File: src/rtl/registro_eliminacao.sv
// rtl/registro_eliminacao.sv - alive mask, wolf night votes and night elimination
//
// Ports:
//   clock, reset (async, active-low)   clocking and power-on reset
//   rst_global                         synchronous full clear from the controller
//   zera_votos                         clears the night's votes and last result (OCIOSO only)
//   jogador_atual, lobos               current player index and wolf role mask
//   processar_acao, alvo, alvo_valido  night action window, target and its confirm pulse
//   avaliar_eliminacao                 request to resolve the night
//   jogador_vivo, vivos                alive flag of the current player and full alive mask
//   morto_valido, morto_idx            last resolution result
//   resultado_pronto                   one-cycle pulse while the result is applied
//   lobos_vencem, aldeia_vence         game-over flags

module registro_eliminacao #(
  parameter int N_JOG = 8,
  parameter int W     = 3
) (
  input  logic             clock,
  input  logic             reset,
  input  logic             rst_global,
  input  logic             zera_votos,
  input  logic [W-1:0]     jogador_atual,
  input  logic [N_JOG-1:0] lobos,
  input  logic             processar_acao,
  input  logic [W-1:0]     alvo,
  input  logic             alvo_valido,
  input  logic             avaliar_eliminacao,
  output logic             jogador_vivo,
  output logic [N_JOG-1:0] vivos,
  output logic             morto_valido,
  output logic [W-1:0]     morto_idx,
  output logic             resultado_pronto,
  output logic             lobos_vencem,
  output logic             aldeia_vence
);

  typedef enum logic [1:0] {OCIOSO, VARRE, APLICA} estado_t;

  estado_t          r_estado;
  estado_t          w_prox;
  logic [N_JOG-1:0] r_vivos;
  logic [N_JOG-1:0] r_votou;
  logic [W:0]       r_votos [N_JOG];
  logic [W-1:0]     r_i;
  logic [W:0]       r_max;
  logic [W-1:0]     r_idx_max;
  logic             r_empate;
  logic             r_morto_valido;
  logic [W-1:0]     r_morto_idx;

  logic             w_atual_lobo;
  logic             w_atual_vivo;
  logic             w_atual_votou;
  logic             w_alvo_vivo;
  logic [W:0]       w_cand;
  logic             w_aceita;
  logic             w_zera;
  logic             w_mata;
  logic [W:0]       w_l;
  logic [W:0]       w_a;

  // Index decodes by comparison so that indices >= N_JOG simply match nothing.
  always_comb begin
    w_atual_lobo  = 1'b0;
    w_atual_vivo  = 1'b0;
    w_atual_votou = 1'b0;
    w_alvo_vivo   = 1'b0;
    w_cand        = '0;
    for (int i = 0; i < N_JOG; i++) begin
      if (jogador_atual == W'(i)) begin
        w_atual_lobo  = lobos[i];
        w_atual_vivo  = r_vivos[i];
        w_atual_votou = r_votou[i];
      end
      if (alvo == W'(i)) w_alvo_vivo = r_vivos[i];
      if (r_i == W'(i))  w_cand      = r_votos[i];
    end
  end

  assign w_aceita = (r_estado == OCIOSO) && processar_acao && alvo_valido &&
                    w_atual_lobo && w_atual_vivo && w_alvo_vivo && !w_atual_votou;
  assign w_zera   = (r_estado == OCIOSO) && zera_votos;
  assign w_mata   = (r_max != '0) && !r_empate;

  always_comb begin
    w_prox           = r_estado;
    resultado_pronto = 1'b0;
    case (r_estado)
      OCIOSO: if (avaliar_eliminacao) w_prox = VARRE;
      VARRE:  if (r_i == W'(N_JOG - 1)) w_prox = APLICA;
      APLICA: begin
        w_prox           = OCIOSO;
        // A concurrent global clear discards the result, so no pulse either.
        resultado_pronto = !rst_global;
      end
      default: w_prox = OCIOSO;
    endcase
  end

  always_ff @(posedge clock or negedge reset) begin
    if (!reset) begin
      r_estado       <= OCIOSO;
      r_vivos        <= '1;
      r_votou        <= '0;
      r_i            <= '0;
      r_max          <= '0;
      r_idx_max      <= '0;
      r_empate       <= 1'b0;
      r_morto_valido <= 1'b0;
      r_morto_idx    <= '0;
      for (int i = 0; i < N_JOG; i++) r_votos[i] <= '0;
    end else if (rst_global) begin
      r_estado       <= OCIOSO;
      r_vivos        <= '1;
      r_votou        <= '0;
      r_i            <= '0;
      r_max          <= '0;
      r_idx_max      <= '0;
      r_empate       <= 1'b0;
      r_morto_valido <= 1'b0;
      r_morto_idx    <= '0;
      for (int i = 0; i < N_JOG; i++) r_votos[i] <= '0;
    end else begin
      r_estado <= w_prox;
      case (r_estado)
        OCIOSO: begin
          // The clear beats a vote arriving in the same cycle.
          if (w_zera) begin
            r_votou        <= '0;
            r_morto_valido <= 1'b0;
            r_morto_idx    <= '0;
            for (int i = 0; i < N_JOG; i++) r_votos[i] <= '0;
          end else if (w_aceita) begin
            for (int i = 0; i < N_JOG; i++) begin
              if (alvo == W'(i))          r_votos[i] <= r_votos[i] + 1'b1;
              if (jogador_atual == W'(i)) r_votou[i] <= 1'b1;
            end
          end
          if (avaliar_eliminacao) begin
            r_i       <= '0;
            r_max     <= '0;
            r_idx_max <= '0;
            r_empate  <= 1'b0;
          end
        end
        VARRE: begin
          if (w_cand > r_max) begin
            r_max     <= w_cand;
            r_idx_max <= r_i;
            r_empate  <= 1'b0;
          end else if ((w_cand == r_max) && (r_max != '0)) begin
            r_empate <= 1'b1;
          end
          r_i <= r_i + 1'b1;
        end
        APLICA: begin
          if (w_mata) begin
            for (int i = 0; i < N_JOG; i++)
              if (r_idx_max == W'(i)) r_vivos[i] <= 1'b0;
            r_morto_valido <= 1'b1;
            r_morto_idx    <= r_idx_max;
          end else begin
            r_morto_valido <= 1'b0;
            r_morto_idx    <= '0;
          end
          r_votou <= '0;
          for (int i = 0; i < N_JOG; i++) r_votos[i] <= '0;
        end
        default: ;
      endcase
    end
  end

  // Alive wolves versus alive villagers.
  always_comb begin
    w_l = '0;
    w_a = '0;
    for (int i = 0; i < N_JOG; i++) begin
      if (r_vivos[i]) begin
        if (lobos[i]) w_l = w_l + 1'b1;
        else          w_a = w_a + 1'b1;
      end
    end
  end

  assign aldeia_vence = (w_l == '0);
  assign lobos_vencem = (w_l != '0) && (w_l >= w_a);
  assign jogador_vivo = w_atual_vivo;
  assign vivos        = r_vivos;
  assign morto_valido = r_morto_valido;
  assign morto_idx    = r_morto_idx;

endmodule

File: config.mk
export PLATFORM = sky130hd
export DESIGN_NAME = registro_eliminacao
export DESIGN_NICKNAME = d
export VERILOG_FILES = /design/src/rtl/registro_eliminacao.sv
export SDC_FILE = /design/constraint.sdc
export NUM_CORES = 1
export LEC_CHECK = 0
export BUFFER_PORTS_ARGS = -buffer_cell sky130_fd_sc_hd__buf_2
export CORE_ASPECT_RATIO = 1.5
export CORE_MARGIN = 5
export CORE_UTILIZATION = 54
export DETAILED_ROUTE_END_ITERATION = 12
export HOLD_SLACK_MARGIN = 0.06
export PLACE_DENSITY = 0.84
export SYNTH_ARGS = -nofsm -noshare
export SYNTH_HDL_FRONTEND = slang
export SYNTH_SLANG_ARGS = --single-unit
File: constraint.sdc
create_clock -name clock -period 14.47 [get_ports clock]
set_input_delay 2.1705 -clock clock [delete_from_list [all_inputs] [get_ports clock]]
set_output_delay 2.1705 -clock clock [all_outputs]
set_load 0.02 [all_outputs]
==> results.md <==
* Total track usage at 23.4%
* CTS HTree Levels at 3
* Postcts setup bufs at 0
* Die area at 11600 um^2
* Area Overhead vs Synth at 10.2%
* Post-synth top cells: 65 x nor2_1, 60 x nand2_1, 57 x dfrtp_1, 36 x ha_1, 34 x inv_1
* Inserted Clock Buffers at 9
* Req. time, crit path at 12.30 ns
* Initial DRC count at 229
* Latest clock arrival within the worst-skew pair at 0.33 ns
* Simple-gate area share of the yosys netlist at 22.0%
* Detailed-route wire length per cell at 17.3 um
* Number of port buffers at 36
* Crit end category: output pin
* Hold Buf Count CTS at 0
* Peak supply drop at 0.101 mV
* Mux contribution to synthesized area at 4.86%
* Initial antenna violation count at 0
* Layout cells sized above 1 at 15.3%
* Synthesis Warnings at 0
* Row count at 43
* Lkg Pwr at 2.62 nW
* Via count at 4576
* Critical path launch point type: input pin
* Fill cell count at 787
* Synth Area in XOR/XNOR at 8.82%
* Synth top area share at 27.9%
* Area of the multi-input gates at 3220 um^2
* Primary FF master, synth: dfrtp_1
* Slew @ Worst Pin at 0.826 ns
* Slew Limit Fails at 0
* Largest net degree at the start of global routing at 66
* I/O pin total at 37
* TNS Setup at 0 ns
* Post-layout net count at 672
* Critical path type: in2out
* Largest family of logic cells by synthesized area: simple AND/OR/NAND/NOR gates
* Clk pin slew, worst setup/hold paths at 0.05 ns
* Rel. slew slack at 44.9%
* Min Tclk post-route at 9.67 ns
* Worst Hold Launch: morto_valido
* Tcrit/Tclk final at 66.8%
* Max cap viols at 0
* Clk root buf: clkbuf_16
* Cts repair resizes at 0
* Syn avg cell area at 8.63 um^2
* Chip height at 129 um
* Max Fclk at 0.103 GHz
* CTS tree: built
* Synth Net Count at 650
* HPWL after DPL at 9470 um
* CTS Sinks at 65
* Async S/R FF share, synth at 100%
* Drt total wl at 12600 um
* Syn Std Cell Area at 5120 um^2
* Final Hold Vio Count at 0
* Path depth of the worst reg2reg path at 17
* Adder-cell share of the synthesized area at 9.00%
* Chip width at 89.5 um
* Skew final at 0.00521 ns
* Worst Setup SP: lobos[0]
* Class of the worst hold path: reg2reg
* Initial core utilization at 55.3%
* Complex-gate fraction of the synthesized area at 18.1%
* CP Max Fanout at 4
* Share of the yosys chip area belonging to registers at 32.0%
* Reg2reg end: r_max[1]
* Cell count after synthesis at 593
* First-pass DRT Iterations at 5
* Top-count cell post-synth: nor2_1
* Vias in the first global route at 4642
* Seq cells post-synth at 65
* First-pass GRT wire length at 21300 um
* Run status: finished clean
* Unrepaired setup endpoints after global routing: false
* Total gr overflow at 0
* Flip-flop and latch area at 1640 um^2
* Area contributors post-synth: dfrtp_1 28%, ha_1 8.8%, nor2_1 4.8%
* Core region area at 9250 um^2
* Crit path to: lobos_vencem
* Total power per unit cell area at 112 nW/um^2
* Ant. Diodes at 0
* Post-synth EDFFs at 0
* GP Congestion at 0.958
* Vias per cell at 6.25
* Area leader, netlist: dfrtp_1
* Final Total Pwr at 0.631 mW
* DRC at 0
* Clock Path Buffers at 2
* Final Setup Violations at 0
* Unique masters post-synth at 68
* Detail Route Antenna Nets at 0
* Reg2reg setup slack at 10.19 ns
* Crit path DAT at 7.50 ns
* R2r startpoint: r_i[0]
state kept, by name (all words and copies together), names as in the netlist:
register and count:
r_votos 32, r_votou 8, vivos 8, r_max 4, morto_idx 3, r_i 3, r_idx_max 3, r_estado 2
morto_valido 1, r_empate 1
kinds of logic after synthesis:
family                     after synthesis
and+or+nand+nor                        226
muxes                                   23
AOI/OAI and AO/OA                      136
adders and majority gates               37
DFF                                     65
xor gates and xnor gates                42
buffers and inverters                   64
through the flow:
stage | hold WS (ns) | setup slack [ns] | util (%) | instance area, um^2 | cells
final | 0.473 | 4.80 | 61.0 | 5640 | 732
after global routing | 0.500 | 4.47 | 61.0 | 5640 | 732
after CTS | 0.481 | 4.85 | 61.0 | 5640 | 732
after detailed placement | 0.469 | 4.87 | 57.7 | 5340 | 716
after global placement | 0.455 | 5.11 | 57.7 | 5340 | 716
after floorplan | 0.462 | 5.50 | - | 5120 | 593
critical path, stage by stage:
cell and delay, ns:
buf_2 0.12, and2_1 0.15, ha_1 0.27, mux2_4 0.30
ha_1 0.32, nand3_1 0.12, o21ai_0 0.14, ha_1 0.35
o21a_1 0.20, ha_1 0.26, a22oi_1 0.27, inv_1 0.10
ha_1 0.31, nor2_1 0.05, a21oi_1 0.18, ha_1 0.27
mux2i_1 0.32, inv_1 0.08, ha_1 0.28, nor2_1 0.12
a21oi_1 0.08, ha_1 0.31, a21o_1 0.16, a21oi_1 0.15
nor2b_1 0.06, o22a_1 0.17, buf_2 0.15
cells in the final DEF (no fill, tap or decap), types with 10 or more instances in the layout:
cell / instances
nor2_1: 65
nand2_1: 60
dfrtp_1: 57
ha_1: 36
buf_2: 36
inv_1: 34
o21ai_0: 33
a21oi_1: 25
xnor2_1: 22
nand4_1: 22
nor2b_1: 13
xor2_1: 13
mux2i_1: 11
nand3_1: 10
nand2b_1: 10
mux2_2: 10
per-layer routing:
| layer | global-route usage [%] | up-vias | part of all wire (%) |
|---|---|---|---|
| li1 | - | 2157 | - |
| met1 | 25.2 | 2193 | 37 |
| met2 | 41.8 | 176 | 53 |
| met3 | 4.01 | 50 | 5.8 |
| met4 | 13.3 | 0 | 4.5 |
| met5 | 0 | - | 0 |
report_power, final:
| part | internal [mW] | switching (mW) |
|---|---|---|
| clock | 0.142 | 0.0735 |
| sequential | 0.193 | 0.0123 |
| combinational | 0.0904 | 0.119 |
worst min-delay path by stage:
stage / cells after the start / slack [ns] / endpoint
global route: 1 / 0.50 / morto_valido
floorplan: 2 / 0.46 / r_votou[0]
finish: 1 / 0.47 / morto_valido
CTS: 1 / 0.48 / morto_valido
detailed placement: 1 / 0.47 / morto_valido
global placement: 1 / 0.45 / morto_valido
cell type report:
class | count | area share (%)
Clock buffer | 13 | 4.61
Tap cell | 112 | 2.48
Sequential cell | 65 | 29.0
Clock inverter | 3 | 0.710
Inverter | 34 | 2.26
Multi-Input combinational cell | 464 | 57.1
Timing Repair Buffer | 41 | 3.86
(Power assumes the default switching activity.)
